--- config.mk ---
export PLATFORM = sky130hd
export DESIGN_NAME = rcon_sequencer_flat
export DESIGN_NICKNAME = d
export VERILOG_FILES = /design/src/rtl/rcon_sequencer_if.sv /design/src/rtl/rcon_sequencer.sv /design/src/flat_wrapper.sv
export SDC_FILE = /design/constraint.sdc
export NUM_CORES = 1
export LEC_CHECK = 0
export CORE_MARGIN = 2
export CORE_UTILIZATION = 49
export CTS_CLUSTER_DIAMETER = 100
export DETAILED_ROUTE_END_ITERATION = 7
export DONT_BUFFER_PORTS = 1
export PLACE_DENSITY = 0.7
export SETUP_SLACK_MARGIN = 0.1
export SYNTH_ARGS = -nofsm -noshare
export SYNTH_HDL_FRONTEND = slang
export SYNTH_SLANG_ARGS = --single-unit
--- constraint.sdc ---
create_clock -name clk -period 2.1 [get_ports clk]
set_input_delay 0.21 -clock clk [delete_from_list [all_inputs] [get_ports clk]]
set_output_delay 0.21 -clock clk [all_outputs]
set_load 0.1 [all_outputs]
--- src/rtl/rcon_sequencer_if.sv ---
// rtl/rcon_sequencer_if.sv - round-constant word stream from rcon_sequencer to the key-expansion datapath
interface rcon_sequencer_if;
  logic        out_valid;
  logic        out_ready;
  logic [5:0]  word_idx;
  logic [31:0] rcon;
  logic        rot_word;
  logic        sub_only;
  logic        last;

  modport master (
    output out_valid, word_idx, rcon, rot_word, sub_only, last,
    input  out_ready
  );

  modport slave (
    input  out_valid, word_idx, rcon, rot_word, sub_only, last,
    output out_ready
  );
endinterface

--- src/rtl/rcon_sequencer.sv ---
// rtl/rcon_sequencer.sv - AES key-expansion word walker emitting index, Rcon and transform flags
// Rcon bytes are stepped with GF(2^8) xtime / inverse xtime instead of a lookup table.
module rcon_sequencer #(
  parameter int KEY_BITS = 128
) (
  input  logic             clk,
  input  logic             rst_n,
  input  logic             start,
  input  logic             mode,
  output logic             busy,
  output logic             done,
  rcon_sequencer_if.master out
);
  localparam int NK    = KEY_BITS / 32;
  localparam int NR    = NK + 6;
  localparam int TOTAL = 4 * (NR + 1);

  localparam logic [5:0] IDX_FIRST = 6'(NK);
  localparam logic [5:0] IDX_LAST  = 6'(TOTAL - 1);
  localparam logic [2:0] PHASE_MAX = 3'(NK - 1);
  localparam logic [7:0] RC_FINAL  = (NK == 4) ? 8'h36 : (NK == 6) ? 8'h80 : 8'h40;

  if (KEY_BITS != 128 && KEY_BITS != 192 && KEY_BITS != 256) begin : g_bad_key_bits
    $error("rcon_sequencer: KEY_BITS must be 128, 192 or 256");
  end

  function automatic logic [7:0] xtime(input logic [7:0] b);
    return {b[6:0], 1'b0} ^ (b[7] ? 8'h1b : 8'h00);
  endfunction

  function automatic logic [7:0] inv_xtime(input logic [7:0] b);
    return b[0] ? (((b ^ 8'h1b) >> 1) | 8'h80) : (b >> 1);
  endfunction

  typedef enum logic [1:0] {IDLE, RUN, DONE} state_t;

  state_t      state_q, state_d;
  logic [5:0]  idx_q, idx_d;
  logic [2:0]  phase_q, phase_d;
  logic [7:0]  rc_q, rc_d;
  logic        dir_q, dir_d;
  logic        valid_q, valid_d;
  logic        busy_q, busy_d;
  logic        done_q, done_d;
  logic        last_q, last_d;
  logic        rot_q, rot_d;
  logic        sub_q, sub_d;
  logic [31:0] rcon_q, rcon_d;

  always_comb begin
    state_d = state_q;
    idx_d   = idx_q;
    phase_d = phase_q;
    rc_d    = rc_q;
    dir_d   = dir_q;
    valid_d = valid_q;
    busy_d  = busy_q;
    done_d  = 1'b0;

    case (state_q)
      IDLE: begin
        if (start) begin
          state_d = RUN;
          dir_d   = mode;
          valid_d = 1'b1;
          busy_d  = 1'b1;
          idx_d   = mode ? IDX_LAST : IDX_FIRST;
          phase_d = mode ? 3'd3 : 3'd0;
          rc_d    = mode ? RC_FINAL : 8'h01;
        end
      end
      RUN: begin
        if (valid_q && out.out_ready) begin
          if (last_q) begin
            state_d = DONE;
            valid_d = 1'b0;
            busy_d  = 1'b0;
            done_d  = 1'b1;
          end else if (dir_q) begin
            idx_d   = idx_q - 6'd1;
            phase_d = (phase_q == 3'd0) ? PHASE_MAX : phase_q - 3'd1;
            if (rot_q) rc_d = inv_xtime(rc_q);
          end else begin
            idx_d   = idx_q + 6'd1;
            phase_d = (phase_q == PHASE_MAX) ? 3'd0 : phase_q + 3'd1;
            if (rot_q) rc_d = xtime(rc_q);
          end
        end
      end
      DONE:    state_d = IDLE;
      default: state_d = IDLE;
    endcase

    // Flags are derived from the next position so they leave the flops aligned with it.
    rot_d  = valid_d && (phase_d == 3'd0);
    sub_d  = valid_d && (NK == 8) && (phase_d == 3'd4);
    last_d = valid_d && (dir_d ? (idx_d == IDX_FIRST) : (idx_d == IDX_LAST));
    rcon_d = rot_d ? {rc_d, 24'h0} : 32'h0;
  end

  always_ff @(posedge clk or negedge rst_n) begin
    if (!rst_n) begin
      state_q <= IDLE;
      idx_q   <= '0;
      phase_q <= '0;
      rc_q    <= '0;
      dir_q   <= 1'b0;
      valid_q <= 1'b0;
      busy_q  <= 1'b0;
      done_q  <= 1'b0;
      last_q  <= 1'b0;
      rot_q   <= 1'b0;
      sub_q   <= 1'b0;
      rcon_q  <= '0;
    end else begin
      state_q <= state_d;
      idx_q   <= idx_d;
      phase_q <= phase_d;
      rc_q    <= rc_d;
      dir_q   <= dir_d;
      valid_q <= valid_d;
      busy_q  <= busy_d;
      done_q  <= done_d;
      last_q  <= last_d;
      rot_q   <= rot_d;
      sub_q   <= sub_d;
      rcon_q  <= rcon_d;
    end
  end

  assign out.out_valid = valid_q;
  assign out.word_idx  = idx_q;
  assign out.rcon      = rcon_q;
  assign out.rot_word  = rot_q;
  assign out.sub_only  = sub_q;
  assign out.last      = last_q;
  assign busy          = busy_q;
  assign done          = done_q;
endmodule

--- src/flat_wrapper.sv ---
// flat-port wrapper written by rule: the top's interface ports become plain ports
module rcon_sequencer_flat 
#(
  parameter int KEY_BITS = 128
)
  (clk, rst_n, start, mode, busy, done, out_out_valid, out_word_idx, out_rcon, out_rot_word, out_sub_only, out_last, out_out_ready);
  rcon_sequencer_if out_i ();
  input  logic clk;
  input  logic rst_n;
  input  logic start;
  input  logic mode;
  output logic busy;
  output logic done;
  output wire logic [$bits(out_i.out_valid)-1:0] out_out_valid;
  output wire logic [$bits(out_i.word_idx)-1:0] out_word_idx;
  output wire logic [$bits(out_i.rcon)-1:0] out_rcon;
  output wire logic [$bits(out_i.rot_word)-1:0] out_rot_word;
  output wire logic [$bits(out_i.sub_only)-1:0] out_sub_only;
  output wire logic [$bits(out_i.last)-1:0] out_last;
  input wire logic [$bits(out_i.out_ready)-1:0] out_out_ready;
  assign out_out_valid = out_i.out_valid;
  assign out_word_idx = out_i.word_idx;
  assign out_rcon = out_i.rcon;
  assign out_rot_word = out_i.rot_word;
  assign out_sub_only = out_i.sub_only;
  assign out_last = out_i.last;
  assign out_i.out_ready = out_out_ready;
  rcon_sequencer #(.KEY_BITS(KEY_BITS)) u_core (.clk(clk), .rst_n(rst_n), .start(start), .mode(mode), .busy(busy), .done(done), .out(out_i));
endmodule
# Yosys cells after proc, flatten, opt, wreduce, memory -nomap -nowiden
# Cells that the tools add are included.
op_classes:
  add_sub_neg: 4
  eq_ne: 7
  n_mux: 43
  n_bitwise: 2
  reduce_logical: 9
op_table:
  columns: ["cell", "n"]
  rows:
  - ["two-way mux 8 bit", 7]
  - ["two-way mux 6 bit", 6]
  - ["two-way mux 32 bit", 1]
  - ["two-way mux 3 bit", 6]
  - ["one-hot mux 8 bit (2 select lines)", 1]
  - ["two-way mux 1 bit", 12]
  - ["one-hot mux 6 bit (2 select lines)", 1]
  - ["two-way mux 2 bit", 4]
  - ["bitwise XOR 8 bit", 1]
  - ["adder 6 x 1 -> 6 bit (second input constant)", 1]
  - ["== test 6 x 3 -> 1 bit (second input constant)", 1]
  - ["== test 6 bit (second input constant)", 1]
  - ["zero test 3 bit", 2]
  - ["one-hot mux 3 bit (2 select lines)", 1]
  - ["subtractor 6 x 1 -> 6 bit (second input constant)", 1]
  - ["two-way mux 5 bit", 1]
  - ["!= test 2 x 1 -> 1 bit (second input constant)", 2]
  - ["NOT 4 bit", 1]
  - ["one-hot mux 1 bit (2 select lines)", 2]
  - ["one-hot mux 2 bit (2 select lines)", 1]
  - ["AND reduction 4 bit", 1]
  - ["adder 3 x 1 -> 3 bit (second input constant)", 1]
  - ["== test 3 x 2 -> 1 bit (second input constant)", 1]
  - ["logical AND 1 bit", 3]
  - ["other kinds (6)", 6]
totals:
  register_bits: 57
  in_bits: 5
  output_inout_bits: 44
  word_cells: 76

# Depth between registers and ports, before layout
logic_depth:
  word_depth: 9
  ltp_mapped: 9

# Worst setup path after synthesis
# No wires, ideal clock.
synth_path:
  path_kind: "reg2reg"
  from: "register u_core.idx_q[1] (netlist: u_core.out.word_idx[1])"
  to: "register u_core.last_q (netlist: u_core.out.last)"
  t_arrival_ps: 2613
  required_time_ps: 1972
  path_slack_ps: -641
  path_stages_with_launch: 8
  period_less_slack_ps: 2741
  cell_sequence: "dfrtp_1 > ha_1 > a211o_1 > a2111oi_0 > o311ai_0 > o41ai_1 > a21oi_1 > mux2i_1"
synth_via:
  elab_chain_cells: 8
synth_rtl:
  columns: ["item", "line_no", "source"]
  rows:
  - ["from (decl)", "rcon_sequencer.sv:38", "logic [5:0] idx_q, idx_d;"]
  - ["from (signal assigned)", "rcon_sequencer.sv:117", "idx_q <= idx_d;"]
  - ["adder 6 x 1 -> 6 bit / subtractor 6 x 1 -> 6 bit (equally long branches)", "rcon_sequencer.sv:84, rcon_sequencer.sv:80", null]
  - ["two-way mux 6 bit *", "rcon_sequencer.sv:79", "end else if (dir_q) begin"]
  - ["two-way mux 6 bit *", "rcon_sequencer.sv:74", "if (last_q) begin"]
  - ["two-way mux 6 bit *", "rcon_sequencer.sv:73", "if (valid_q && out.out_ready) begin"]
  - ["one-hot mux 6 bit (2 select lines) *", "rcon_sequencer.sv:60", "case (state_q)"]
  - ["net u_core.idx_d[5]", "rcon_sequencer.sv:38", null]
  - ["== test 6 bit / == test 6 x 3 -> 1 bit (equally long branches)", "rcon_sequencer.sv:97", "last_d = valid_d && (dir_d ? (idx_d == IDX_FIRST) : (idx_d == IDX_LAST));"]
  - ["two-way mux 1 bit *", "rcon_sequencer.sv:97", null]
  - ["logical AND 1 bit *", "rcon_sequencer.sv:97", null]
  - ["net u_core.last_d", "rcon_sequencer.sv:45", "logic last_q, last_d;"]
  - ["to (signal assigned)", "rcon_sequencer.sv:124", "last_q <= last_d;"]
  - ["to (decl)", "rcon_sequencer.sv:45", null]
# The timed path passes the listed nets; every way through them passes the cells marked *.
# A chain may end at the register's enable or synchronous reset.

# Worst setup path in the final report
layout_path:
  from: "register u_core.dir_q"
  to: "register u_core.last_q (netlist: u_core.out.last)"
layout_via:
  elab_chain_cells: 7
layout_rtl:
  columns: ["item", "line_no", "source"]
  rows:
  - ["from (decl)", "rcon_sequencer.sv:41", "logic dir_q, dir_d;"]
  - ["from (signal assigned)", "rcon_sequencer.sv:120", "dir_q <= dir_d;"]
  - ["two-way mux 6 bit *", "rcon_sequencer.sv:79", null]
  - ["two-way mux 6 bit *", "rcon_sequencer.sv:74", null]
  - ["two-way mux 6 bit *", "rcon_sequencer.sv:73", null]
  - ["one-hot mux 6 bit (2 select lines) *", "rcon_sequencer.sv:60", null]
  - ["net u_core.idx_d[5]", "rcon_sequencer.sv:38", null]
  - ["== test 6 bit / == test 6 x 3 -> 1 bit (equally long branches)", "rcon_sequencer.sv:97", null]
  - ["two-way mux 1 bit *", "rcon_sequencer.sv:97", null]
  - ["logical AND 1 bit *", "rcon_sequencer.sv:97", null]
  - ["net u_core.last_d", "rcon_sequencer.sv:45", null]
# Marked as above.

==> reports/qor.yml <==
run_status:
  run_status: "complete, but fails checks"
  violations: "negative setup slack"
cells_and_area:
  final_nets: 274
  final_util_pct: 61.2
  final_common_cell: "buf_4"
  num_antenna_cells: 0
  finalNonFillerCells: 314
  area_delta_synth_final_pct: 22.4
  final_cell_mix: "buf_4, conb_1, dfrtp_1"
  drive_above_1_share_pct: 36.6
placement:
  pre_cts_slack_ps: -40.3
  globalplace.congestion: 0.832
  placedCellCount: 294
  portBuffers: 0
  post-dp-hpwl_mm: 3.32
critical_path:
  required_ps: 2310
  cp_max_fo: 5
  r2r_cells: 8
  crit_arrival_ps: 2360
  r2r_end: "u_core.out.last"
  endpoint_kind: "register"
  path_class: "register to register"
  startpoint_type: "register"
  timing.rr.start: "u_core.dir_q"
  setup.worst_path.start: "u_core.dir_q"
  r2r_slack_ps: -50
grt:
  gr-usage-all-layers_pct: 19.6
  antenna_found_initial: 0
  grt-ovfl-total: 0
  grt_pass1_wl_mm: 7.57
  grt_pass1_vias: 1564
  grt_max_degree: 34
power:
  switching_share_pct: 47.4
  p_seq_share_pct: 28.9
  p_sw_mw: 1.49
  pwr-share-clk_pct: 15.3
  p_per_area_nw_per_um2: 1200
  ir_worst_vdd_uv: 970
  power.internal_mw: 1.65
  p_comb_share_pct: 55.8
  power.leakage_nw: 1.21
drt:
  drt_iter0_markers: 146
  firstDrtPassIters: 4
  avgRoutedWirePerCell_um: 14.9
  via_per_inst: 5.37
  num_vias: 1685
  ant_nets: 0
  drc: 0
  wl_mm: 4.68
sta:
  hold_viol_final: 0
  final.setup.worst_slack_ps: -53.7
  maxSlewViolCount: 0
  period_share_pct: 103
  rsz0062_at_grt: "true"
  clock_skew_ps: 9.80
  setup_tns_ps: -53.7
  fin_crit_ps: 2150
  setup_viol: 1
  fmax_mhz: 464
  slew_headroom_pct: 65.7
  tightestPinTransition_ps: 507
min_path:
  hold_class: "primary input to register"
  min-delay-start: "out_out_ready"
  holdPathEnd: "u_core.state_q[0]"
  hold-path-cell-count: 1
synthesis:
  ys_types: 59
  syn-instance-count: 217
  synthArstFlopShare_pct: 100
  synth_area_per_cell_um2: 9.90
  ys_ff_latch: 33
  ys_seq_area_share_pct: 38.4
  synth_edf_count: 0
  synth_ff_type: "dfrtp_1"
  syn_area_um2: 2150
  yosysWarnings: 0
clocking:
  clockBufferDepth: 2
  clkLatencyLatePin_ps: 290
  cts.sinks: 33
  cts_root_buf: "clkbuf_8"
  htree_levels: 2
  clkTransAtPathRegs_ps: 70
  cts_tree: "done"
  cts-buffers-inserted: 5
floorplanning:
  die_w_um: 70.2
  rows: 24
  dieArea_um2: 4930
  die_h_um: 70.2
  core_area_um2: 4290
  initial_core_util_pct: 50.0
  ios: 49
job:
  drv_cap: 0
final cells by class:
| class | instances | area [µm²] |
|---|---|---|
| sequential | 33 | 855 |
| fill | 363 | 1660 |
| timing repair buffer | 47 | 369 |
| inverter | 12 | 45.0 |
| tap | 52 | 65.1 |
| clock buffer | 8 | 90.1 |
| multi-input combinational | 162 | 1210 |
per-stage QoR:
step / instance area (µm²) / hold slack [ps] / power (mW)
2_1_floorplan: 2330 / -85.6 / 2.24
3_3_place_gp: 2390 / -84.5 / 2.47
3_5_place_dp: 2390 / -84.4 / 2.50
4_1_cts: 2580 / 40.5 / 3.09
5_1_grt: 2630 / 42.8 / 3.33
6_report: 2630 / 45.1 / 3.14
critical path, cell delays in order (launching register included):
cell	delay (ps)
dfrtp_2	410
buf_6	150
ha_4	230
a211o_1	290
and4_1	180
o311ai_1	230
o41ai_1	120
a21oi_1	240
mux2i_1	220
routing by layer:
metal  GRT usage (%)  wire [µm]  vias to the layer above
met1            25.9       2110                      807
met5               0          0                        -
li1                -          -                      808
met3            6.64        250                        8
met4            4.27         61                        0
met2            31.3       2260                       62
kinds of logic (layout without fill, tap and decap cells):
kind of cell	after synthesis	in the layout	synth area share (%)
and+or+nand+nor	61	62	17.8
AOI/OAI and AO/OA	52	52	17.5
buffers and inverters	47	67	14.7
DFF	33	33	38.4
xor gates and xnor gates	9	9	3.67
adders and majority gates	8	8	5.01
muxes	6	6	2.80
other	1	25	0.175
flip-flops by register name, indices dropped and copies added (netlist names), 2 cells and up:
name	count
u_core.out.rcon	8
u_core.phase_q	3
u_core.state_q	2
u_core.out.word_idx	6
u_core.rc_q	8
cells in the mapped netlist, drive strengths merged, types with 2 or more instances:
library cell | n | area share (%)
dfrtp | 33 | 38
buf | 31 | 12
nor2 | 16 | 2.9
inv | 12 | 2.1
a21oi | 10 | 2.5
nor2b | 10 | 4.0
nand2 | 9 | 1.6
o21ai | 9 | 2.1
ha | 7 | 4.1
xnor2 | 7 | 2.9
mux2i | 6 | 2.8
a211oi | 5 | 2.0
clkbuf | 4 | 0.70
o221ai | 4 | 1.6
a21o | 3 | 1.1
a22o | 3 | 1.3
nand2b | 3 | 0.87
nand3b | 3 | 1.0
nor3b | 3 | 1.0
o31ai | 3 | 1.0
a211o | 2 | 0.82
a31oi | 2 | 0.58
and3b | 2 | 0.82
nor3 | 2 | 0.47
or3b | 2 | 0.82
xor2 | 2 | 0.82
worst max-delay path by stage:
stage	endpoint	slack [ps]	cells after the start
detailed placement	u_core.out.last	-40	7
floorplan	u_core.out.rcon[25]	-20	7
CTS	u_core.out.rcon[26]	-20	8
global route	u_core.out.last	-200	8
finish	u_core.out.last	-50	8
global placement	u_core.out.rcon[25]	-10	8
what timing repair did:
item	4_1_cts	5_1_grt
hold buffers	2	0
hold endpoints to repair	33	0
buffers inserted	5	4
setup endpoints to repair	11	11
cloned	1	0
pin swaps	4	4
resized for setup	9	7
power groups by stage:
stage                     sequential, mW  combinational [mW]  clock, mW
after floorplan                     1.36               0.880          0
after global placement             0.933                1.53          0
after detailed placement           0.935                1.56          0
after CTS                          0.905                1.69      0.497
after global routing               0.926                1.87      0.535
final                              0.910                1.75      0.481
Note: power is estimated with default switching activity, not from simulation.
